**src/rtl/ssp_rx_deser.sv**
```systemverilog
// Serial-to-parallel receiver: a frame pulse starts each word, bits arrive MSB first, and completed words go to an output store.
// Define SSP_RX_BUF2_EN to make the output store a 2-entry FIFO; without it the store is a single holding register.
module ssp_rx_deser (
  input  logic       i_clk,
  input  logic       i_sync_reset_bar,
  input  logic       i_rx_data,
  input  logic       i_rx_frame,
  input  logic       i_rx_ready,
  input  logic       i_overrun_clr,
  output logic [7:0] o_rx_word,
  output logic       o_rx_valid,
  output logic       o_rx_overrun,
  output logic       o_rx_busy
);

  typedef enum logic {IDLE, SHIFT} state_t;

  state_t      state_q, state_d;
  logic [2:0]  cnt_q, cnt_d;
  logic [7:0]  shreg_q, shreg_d;
  logic [7:0]  head_q, head_d;
  logic        ovr_q, ovr_d;
  logic        word_done;
  logic [7:0]  new_word;
  logic        pop;
  logic        drop;
`ifdef SSP_RX_BUF2_EN
  logic [7:0]  tail_q, tail_d;
  logic [1:0]  fill_q, fill_d;
`else
  logic        valid_q, valid_d;
`endif

  // Receive FSM and shift register
  always_comb begin
    state_d   = state_q;
    cnt_d     = cnt_q;
    shreg_d   = shreg_q;
    word_done = 1'b0;
    new_word  = {shreg_q[6:0], i_rx_data};
    case (state_q)
      IDLE: begin
        if (i_rx_frame) begin
          state_d = SHIFT;
          cnt_d   = 3'd0;
          shreg_d = 8'h00;
        end
      end
      SHIFT: begin
        if (cnt_q == 3'd7) begin
          // Last bit lands here; a frame on this same edge chains straight into the next word.
          word_done = 1'b1;
          cnt_d     = 3'd0;
          shreg_d   = 8'h00;
          state_d   = i_rx_frame ? SHIFT : IDLE;
        end else if (i_rx_frame) begin
          cnt_d   = 3'd0;
          shreg_d = 8'h00;
        end else begin
          cnt_d   = cnt_q + 3'd1;
          shreg_d = new_word;
        end
      end
      default: state_d = IDLE;
    endcase
  end

  assign pop = o_rx_valid & i_rx_ready;

  // Output store
`ifdef SSP_RX_BUF2_EN
  always_comb begin
    head_d = head_q;
    tail_d = tail_q;
    fill_d = fill_q;
    drop   = 1'b0;
    case ({pop, word_done})
      2'b01: begin
        if (fill_q == 2'd0) begin
          head_d = new_word;
          fill_d = 2'd1;
        end else if (fill_q == 2'd1) begin
          tail_d = new_word;
          fill_d = 2'd2;
        end else begin
          drop = 1'b1;
        end
      end
      2'b10: begin
        if (fill_q == 2'd2) begin
          head_d = tail_q;
          fill_d = 2'd1;
        end else begin
          fill_d = 2'd0;
        end
      end
      2'b11: begin
        if (fill_q == 2'd2) begin
          head_d = tail_q;
          tail_d = new_word;
        end else begin
          head_d = new_word;
        end
      end
      default: ;
    endcase
  end

  assign o_rx_valid = (fill_q != 2'd0);
`else
  always_comb begin
    head_d  = head_q;
    valid_d = valid_q;
    drop    = 1'b0;
    case ({pop, word_done})
      2'b01: begin
        if (!valid_q) begin
          head_d  = new_word;
          valid_d = 1'b1;
        end else begin
          drop = 1'b1;
        end
      end
      2'b10: valid_d = 1'b0;
      2'b11: head_d = new_word;
      default: ;
    endcase
  end

  assign o_rx_valid = valid_q;
`endif

  // A drop on the same edge as a clear leaves the flag set.
  always_comb begin
    ovr_d = ovr_q;
    if (drop)
      ovr_d = 1'b1;
    else if (i_overrun_clr)
      ovr_d = 1'b0;
  end

  always_ff @(negedge i_clk) begin
    if (!i_sync_reset_bar) begin
      state_q <= IDLE;
      cnt_q   <= 3'd0;
      shreg_q <= 8'h00;
      head_q  <= 8'h00;
      ovr_q   <= 1'b0;
`ifdef SSP_RX_BUF2_EN
      tail_q  <= 8'h00;
      fill_q  <= 2'd0;
`else
      valid_q <= 1'b0;
`endif
    end else begin
      state_q <= state_d;
      cnt_q   <= cnt_d;
      shreg_q <= shreg_d;
      head_q  <= head_d;
      ovr_q   <= ovr_d;
`ifdef SSP_RX_BUF2_EN
      tail_q  <= tail_d;
      fill_q  <= fill_d;
`else
      valid_q <= valid_d;
`endif
    end
  end

  assign o_rx_word    = head_q;
  assign o_rx_overrun = ovr_q;
  assign o_rx_busy    = (state_q == SHIFT);

endmodule
```
**config.mk**
```make
export PLATFORM = sky130hd
export DESIGN_NAME = ssp_rx_deser
export DESIGN_NICKNAME = d
export VERILOG_FILES = /design/src/rtl/ssp_rx_deser.sv
export SDC_FILE = /design/constraint.sdc
export NUM_CORES = 1
export LEC_CHECK = 0
export BUFFER_PORTS_ARGS = -buffer_cell sky130_fd_sc_hd__buf_4
export CAP_MARGIN = 10
export CORE_ASPECT_RATIO = 0.7
export CORE_MARGIN = 8
export CORE_UTILIZATION = 43
export DETAILED_ROUTE_END_ITERATION = 12
export HOLD_SLACK_MARGIN = 0.05
export PLACE_DENSITY = 0.63
export REMOVE_ABC_BUFFERS = 1
export SLEW_MARGIN = 10
export SYNTH_ARGS = -nofsm -noshare
export SYNTH_HDL_FRONTEND = slang
export SYNTH_SLANG_ARGS = --single-unit
```
**constraint.sdc**
```tcl
create_clock -name i_clk -period 2.4 [get_ports i_clk]
set_input_delay 0.36 -clock i_clk [delete_from_list [all_inputs] [get_ports i_clk]]
set_output_delay 0.36 -clock i_clk [all_outputs]
set_load 0.05 [all_outputs]
```
==> results of run 1 <==
==> what timing repair did <==
action	4_1_cts	5_1_grt
gates cloned	0	0
endpoints found under the hold margin	0	0
buffers inserted	4	4
endpoints found under the setup margin	11	11
gates resized for setup	35	0
==> synth_stat cells <==
library cell,number
mux2i_1,9
o21ai_0,1
and2_1,1
mux2i_4,1
nand3b_1,8
inv_1,3
a21boi_0,1
buf_2,3
nand2_1,20
nand2b_1,10
ha_1,5
nor2_1,3
nor2b_1,2
inv_2,1
clkbuf_1,3
o21a_1,1
dfxtp_1,21
a21oi_1,9
==> worst paths after layout <==
path,startpoint,to,slack (ns),depth (start not counted)
setup / recovery,o_rx_busy,o_rx_busy,-0.02,1
hold / removal,shreg_q[6],o_rx_word[7],0.45,2
setup reg to reg,cnt_q[0],o_rx_word[6],0.40,8
hold reg to reg,shreg_q[6],o_rx_word[7],0.45,2
==> sequential cells by signal (all words and copies together) (netlist names) <==
name	cells
cnt_q	3
o_rx_busy	1
o_rx_overrun	1
o_rx_valid	1
o_rx_word	8
shreg_q	7
==> routing by layer <==
layer | track usage (%) | vias to the layer above | wire length (µm)
met2 | 15.6 | 11 | 873
met1 | 11.9 | 364 | 920
met3 | 5.76 | 0 | 101
li1 | - | 423 | -
met5 | 0 | - | 0
met4 | 4.38 | 0 | 0
==> tightest hold or removal path, delay by kind of cell (launching register included) <==
kind	cells	cell delay (ns)
flip-flops	1	0.30
multiplexers	1	0.06
AND/OR/NAND/NOR	1	0.06
==> power by group <==
| group | switching (mW) | internal, mW |
|---|---|---|
| combinational | 0.0210 | 0.0184 |
| sequential | 0.00278 | 0.352 |
| clock | 0.188 | 0.106 |
| total | 0.212 | 0.476 |
==> metrics by stage <==
step | cells | TNS, ns
2_1_floorplan | 96 | -1.03
3_3_place_gp | 139 | -1.74
3_5_place_dp | 139 | -2.08
4_1_cts | 167 | -0.243
5_1_grt | 171 | -0.481
6_report | 171 | -0.0768
==> cell families after synthesis <==
logic type / Yosys count / share of synthesized area, %
adder cells (fa/ha/maj): 5 / 6.73
AO/OA/AOI/OAI: 12 / 7.00
flip-flops: 21 / 45.2
AND/OR/NAND/NOR: 44 / 24.5
buffers and inverters: 10 / 4.44
multiplexers: 10 / 12.1
==> layout make-up <==
type / count / area [µm²] / share of cell area (%)
multi-input combinational: 71 / 468 / 34.6
timing repair buffer: 27 / 298 / 22.0
sequential: 21 / 439 / 32.5
tap: 24 / 30.0 / 2.22
clock buffer: 3 / 22.5 / 1.67
clock inverter: 22 / 82.6 / 6.11
inverter: 3 / 11.3 / 0.833
==> impl_metrics.yaml, run 1 <==
drt:
  drt-initial-drc-count: 44
  drc: 0
  avgViaCountPerCell: 4.67
  wirelength_um: 1900
  dr_total_vias: 798
  dr.pass1.iters: 4
  ant_nets: 0
  avgRoutedWirePerCell_um: 11.1
layout:
  final_area_mm2: 0.00135
  diodes: 0
  drive_above_1_share_pct: 29.3
  layout_commonest_cell: "inv_1"
  layout_common_cells: "inv_1 (24), nand2_1 (20), buf_4 (15)"
  nFillCells: 182
  post-route-util_pct: 64.3
  fin_nets: 159
  area_growth_syn_to_layout_pct: 45.4
power_and_ir_drop:
  leakage_nw: 0.679
  p_total_mw: 0.687
  irDropWorstVdd_uv: 344
  power_density_mw_per_mm2: 509
floorplan:
  fp.dieH_um: 54.9
  initial_core_util_pct: 44.2
  dieWidth_um: 71.6
  fp-row-count: 14
  dieArea_mm2: 0.00393
  core_area_mm2: 0.00210
  io_pins: 17
sta:
  holdWs_ns: 0.450
  rsz0062_at_grt: "true"
  setup_viol: 6
  finalWorstSetupSlack_ns: -0.0237
  maxSlewHeadroom_pct: 72.9
  skew_ns: 0.0210
  final-max-slew-violation-count: 0
  finalHoldViolations: 0
  worst_pin_slew_ns: 0.407
worst_setup_path:
  path_cells: "buf_8"
  worstSetupEndpointType: "output pin"
  cp_top_family: "flip-flops"
  cp_data_required_time_ns: 2.04
  cp_slowest_cell: "dfxtp_4"
  worstPathArrival_ns: 2.06
  crit_buf_inv: 1
  cp_slowest_stage_delay_ns: 0.36
  worstPathMaxFanout: 4
  startpoint_type: "register"
  path_class: "reg -> out"
global_routing:
  antenna_found_initial: 0
  grt_pass1_wl_um: 3190
  grt_overflow: 0
  grt_max_degree: 19
  grt_pass1_vias: 773
  grtUsageTotal_pct: 10.3
run_status:
  status: "complete, but fails checks"
  violations: "setup timing"
logic_synthesis:
  ys_seq_elements: 21
  yosysSeqAreaShare_pct: 45.2
  ys.warnings.count: 0
  syn_avg_cell_area_um2: 9.11
  synthTopCellsByArea: "dfxtp_1 (45%), mux2i_1 (9.7%), nand2_1 (8.1%)"
  synth_area_um2: 930
  ys_types: 18
  synth.top_cell.area_share_pct: 45.2
  syn_inst: 102
  synth_top_cell_by_area: "dfxtp_1"
run:
  drv_cap: 0
placement:
  gp_congestion: 0.729
  hpwl_um: 1260
  pre_cts_ws_ns: -0.281
  postPlaceCellArea_mm2: 0.00109
  port_buffers: 16
cts:
  h-tree-depth: 1
  numCtsBuffers: 3
  cts.sink_count: 21
  cts_tree: "built"
  clkLatencyLatePin_ns: 0.38
  cts_buffer_depth: 2
  root_buffer: "clkbuf_4"
  holdBufCountCts: 0
  clk_pin_slew_ns: 0.05
min_path:
  hold_path_class: "reg -> reg"
No activity file was read; power rests on OpenSTA's default activity.
==> run 2, diff against run 1 <==
==> constraint.sdc (replaced) <==
create_clock -name i_clk -period 2.6 [get_ports i_clk]
set_input_delay 0.39 -clock i_clk [delete_from_list [all_inputs] [get_ports i_clk]]
set_output_delay 0.39 -clock i_clk [all_outputs]
set_load 0.05 [all_outputs]
==> impl_metrics.yaml, run 2 (synthesis gave the netlist of run 1 again) <==
run_status:
  status: "completed"
sta:
  skew_ns: 0.0179
  setup_viol: 0
  maxSlewHeadroom_pct: 74.8
  finalHoldViolations: 0
  finalWorstSetupSlack_ns: 0.0460
  final-max-slew-violation-count: 0
  rsz0062_at_grt: "true"
  worst_pin_slew_ns: 0.379
layout:
  diodes: 0
  fin_nets: 153
  layout_common_cells: "inv_1 (24), nand2_1 (20), dfxtp_1 (11)"
  drive_above_1_share_pct: 25.5
  stdcell_count: 165
  layout_commonest_cell: "inv_1"
  area_growth_syn_to_layout_pct: 37.6
  largest_reg_flops: 8
placement:
  dp.cells: 139
  hpwl_um: 1260
  port_buffers: 16
  gp_congestion: 0.729
  pre_cts_ws_ns: -0.212
min_path:
  hold_path_class: "reg -> reg"
  hold_end: "o_rx_word[7]"
  min-delay-start: "shreg_q[6]"
  holdPathStages: 2
worst_setup_path:
  cp_slowest_stage_delay_ns: 0.34
  worstPathArrival_ns: 2.16
  path_class: "reg -> out"
  r2r_end: "o_rx_word[6]"
  timing.rr.start: "cnt_q[0]"
  startpoint_type: "register"
  cp_top_family: "flip-flops"
  crit_buf_inv: 1
  r2r_cells: 8
  ff2ff_setup_slack_ns: 0.62
  worstPathMaxFanout: 2
  path_cells: "buf_8"
  cp_slowest_cell: "dfxtp_2"
  cp_data_required_time_ns: 2.21
  worstSetupEndpointType: "output pin"
drt:
  dr.pass1.iters: 4
  ant_nets: 0
  avgViaCountPerCell: 4.68
  drc: 0
  dr_total_vias: 773
  avgRoutedWirePerCell_um: 11.1
  drt-initial-drc-count: 42
  wirelength_um: 1830
floorplan:
  dieWidth_um: 71.6
  initial_core_util_pct: 44.2
  io_pins: 17
  fp.dieH_um: 54.9
  dieArea_mm2: 0.00393
  fp-row-count: 14
  core_area_mm2: 0.00210
cts:
  root_buffer: "clkbuf_4"
  cts_tree: "built"
  clkLatencyLatePin_ns: 0.37
  clk_pin_slew_ns: 0.05
  numCtsBuffers: 3
  h-tree-depth: 1
  holdBufCountCts: 0
  cts_buffer_depth: 2
  cts.sink_count: 21
global_routing:
  grt_pass1_vias: 756
  grt_max_degree: 19
  antenna_found_initial: 0
  grt_overflow: 0
  grt_pass1_wl_um: 3120
  grtUsageTotal_pct: 10.3
power_and_ir_drop:
  p_total_mw: 0.631
  irDropWorstVdd_uv: 471
  power_density_mw_per_mm2: 493
  leakage_nw: 0.639
run:
  drv_cap: 0
## run 2: metal layers
metal	track usage [%]	share of wire, %	wire (µm)	vias up
met5	0	0	0	-
met4	4.71	0.44	8	0
met3	7.37	6.1	112	2
met2	15.2	44	796	10
met1	11.1	50	911	351
li1	-	-	-	410
## run 2: what timing repair did
| action | in CTS | in global routing |
|---|---|---|
| resized for setup | 10 | 17 |
| endpoints found under the setup margin | 5 | 11 |
| hold endpoints to repair | 0 | 0 |
| setup buffers | 0 | 2 |
## run 2: how the worst max path moves through the flow
stage	from	end	slack, ns	depth (start not counted)
floorplan	i_rx_ready	o_rx_word[0]	-0.06	4
global placement	i_rx_ready	o_rx_word[7]	-0.16	6
detailed placement	i_rx_ready	o_rx_word[6]	-0.21	6
CTS	o_rx_word[6]	o_rx_word[6]	0.003	1
global route	o_rx_word[7]	o_rx_word[7]	-0.0003	1
finish	o_rx_word[5]	o_rx_word[5]	0.05	1
## run 2: through the flow
stage                     hold WS [ns]    TNS, ns  area (µm²)  utilization [%]
after CTS                        0.461          0        1220             58.0
final                            0.446          0        1280             60.8
after global placement           0.448      -1.13        1090             51.8
after global routing             0.474  -0.000260        1280             60.8
after detailed placement         0.462      -1.45        1090             51.8
after floorplan                  0.442     -0.450         903                -
## run 2: area by class of cell
| type | instances | area (µm²) |
|---|---|---|
| fillers | 200 | 823 |
| multi-input cells | 71 | 468 |
| flip-flops and latches | 21 | 438 |
| repair buffers | 21 | 226 |
| clock inverters | 22 | 82.6 |
| well taps | 24 | 30.0 |
| clock buffers | 3 | 22.5 |
| inverters | 3 | 11.3 |
## run 2: power by group
part           switching (mW)  internal, mW
clock                   0.170        0.0974
sequential            0.00254         0.325
combinational          0.0191        0.0170
==> run 3, diff against run 2 <==
--- a/config.mk
+++ b/config.mk
@@ -5,6 +5,7 @@
 export SDC_FILE = /design/constraint.sdc
 export NUM_CORES = 1
 export LEC_CHECK = 0
+export ABC_AREA = 1
 export BUFFER_PORTS_ARGS = -buffer_cell sky130_fd_sc_hd__buf_4
 export CAP_MARGIN = 10
 export CORE_ASPECT_RATIO = 0.7
==> impl_metrics.yaml, run 3 <==
min_path:
  holdPathStages: 2
  hold_end: "shreg_q[4]"
  hold_path_class: "reg -> reg"
  min-delay-start: "shreg_q[4]"
worst_setup_path:
  worstPathMaxFanout: 4
  cp_slowest_cell: "dfxtp_4"
  r2r_end: "o_rx_word[0]"
  worstSetupEndpointType: "output pin"
  timing.rr.start: "cnt_q[0]"
  ff2ff_setup_slack_ns: 0.89
  r2r_cells: 9
  path_cells: "buf_8"
  cp_top_family: "flip-flops"
  cp_slowest_stage_delay_ns: 0.36
  startpoint_type: "register"
  cp_data_required_time_ns: 2.21
  worstPathArrival_ns: 2.18
  path_class: "reg -> out"
  path_depth: 1
  crit_buf_inv: 1
drt:
  drt-initial-drc-count: 31
  dr_total_vias: 926
  avgViaCountPerCell: 4.45
  wirelength_um: 1960
  ant_nets: 0
  avgRoutedWirePerCell_um: 9.43
  dr.pass1.iters: 4
  drc: 0
floorplan:
  core_area_mm2: 0.00212
  dieArea_mm2: 0.00397
  fp.dieH_um: 55.2
  fp-row-count: 14
  dieWidth_um: 72.0
  initial_core_util_pct: 44.5
  io_pins: 17
cts:
  root_buffer: "clkbuf_4"
  cts.sink_count: 21
  numCtsBuffers: 3
  cts_tree: "built"
  clk_pin_slew_ns: 0.04
  holdBufCountCts: 0
  cts_buffer_depth: 2
  clkLatencyLatePin_ns: 0.38
  h-tree-depth: 1
logic_synthesis:
  postSynth.asyncResetShare_pct: 0
  yosysSeqAreaShare_pct: 44.6
  ys_seq_elements: 21
  synth_edf_count: 0
  synth_top_cell_by_area: "dfxtp_1"
  ys.warnings.count: 0
  ys_types: 11
  syn_inst: 137
  synthFlopType: "dfxtp_1"
  synth.top_cell.area_share_pct: 44.6
  synth_area_um2: 943
  synthTopCellsByArea: "dfxtp_1 (45%), nand2_1 (14%), nor2_1 (12%)"
  synth_commonest_cells: "nand2_1 (36), nor2_1 (30), dfxtp_1 (21), inv_1 (19), a21oi_1 (12)"
  yosysMostFrequentCell: "nand2_1"
  syn_avg_cell_area_um2: 6.89
global_routing:
  grt_pass1_vias: 876
  grt_overflow: 0
  grtUsageTotal_pct: 10.8
  grt_max_degree: 14
  antenna_found_initial: 0
  grt_pass1_wl_um: 3400
power_and_ir_drop:
  clkPwrFrac_pct: 42.4
  p_int_mw: 0.438
  power_density_mw_per_mm2: 502
  comb_power_share_pct: 6.4
  switching_power_mw: 0.202
  pwr-share-seq_pct: 51.2
  leakage_nw: 0.638
  switching_share_pct: 31.5
  irDropWorstVdd_uv: 355
placement:
  gp_congestion: 0.737
  postPlaceCellArea_mm2: 0.00108
  port_buffers: 16
  hpwl_um: 1410
layout:
  seqCellArea_um2: 439
  multi_input_area_um2: 423
  fin_nets: 188
  nFillCells: 212
  area_growth_syn_to_layout_pct: 35.0
  post-route-util_pct: 60.1
  layout_common_cells: "inv_1 (40), nand2_1 (36), nor2_1 (30)"
  drive_above_1_share_pct: 19.9
  diodes: 0
  final_area_mm2: 0.00127
  largest_reg_flops: 8
  layout_commonest_cell: "inv_1"
sta:
  finalHoldViolations: 0
  final-max-slew-violation-count: 0
  skew_ns: 0.0135
  rsz0062_at_grt: "true"
  worst_pin_slew_ns: 0.460
  maxSlewHeadroom_pct: 69.3
  setup_viol: 0
run:
  drv_cap: 0
run_status:
  status: "completed"
run 3: how the worst max path moves through the flow:
stage	startpoint	endpoint	slack [ns]
after detailed placement	i_rx_ready	o_rx_word[1]	-0.06
after floorplan	i_rx_ready	o_rx_word[0]	0.14
after global routing	o_rx_busy	o_rx_busy	-0.02
after global placement	i_rx_ready	o_rx_word[1]	-0.03
final	o_rx_busy	o_rx_busy	0.03
after CTS	o_rx_busy	o_rx_busy	0.003
run 3: cell type report:
cell class,count,area share (%)
clock buffer,3,1.77
sequential,21,34.5
inverter,18,5.30
multi-input combinational,93,33.2
tap,32,3.14
clock inverter,22,6.48
timing repair buffer,19,15.6
run 3: kinds of logic (layout without fill, tap and decap cells):
family,after synthesis,after routing,synth area share [%]
AO/OA/AOI/OAI,12,12,6.37
adder cells (fa/ha/maj),5,5,6.63
buffers and inverters,23,62,10.6
flip-flops,21,21,44.6
AND/OR/NAND/NOR,76,76,31.8
run 3: metal layers:
layer  GRT usage [%]  up-vias  wire length, µm
met3            6.83        0              123
li1                -      491                -
met2            17.0       21              942
met5               0        -                0
met4            6.40        0                0
met1            11.1      414              894
run 3: power by group through the flow:
stage          registers, mW  clock network, mW  logic (mW)
2_1_floorplan          0.337             0.0518      0.0161
3_3_place_gp           0.333             0.0518      0.0370
3_5_place_dp           0.334             0.0518      0.0378
4_1_cts                0.327              0.293      0.0395
5_1_grt                0.326              0.330      0.0456
6_report               0.327              0.271      0.0410
run 3: repair_timing:
item,in CTS,in global routing
setup endpoints to repair,10,11
gates resized for setup,16,12
buffers inserted,0,2
cloned,0,0
run 3: through the flow:
| step | cells | setup WS, ns | setup TNS, ns | hold slack, ns | total power [mW] |
|---|---|---|---|---|---|
| final | 208 | 0.0298 | 0 | 0.459 | 0.640 |
| after detailed placement | 182 | -0.0591 | -0.384 | 0.456 | 0.423 |
| after CTS | 206 | 0.00281 | 0 | 0.462 | 0.660 |
| after global routing | 208 | -0.0169 | -0.0321 | 0.478 | 0.702 |
| after global placement | 182 | -0.0306 | -0.132 | 0.451 | 0.422 |
| after floorplan | 133 | 0.144 | 0 | 0.444 | 0.405 |
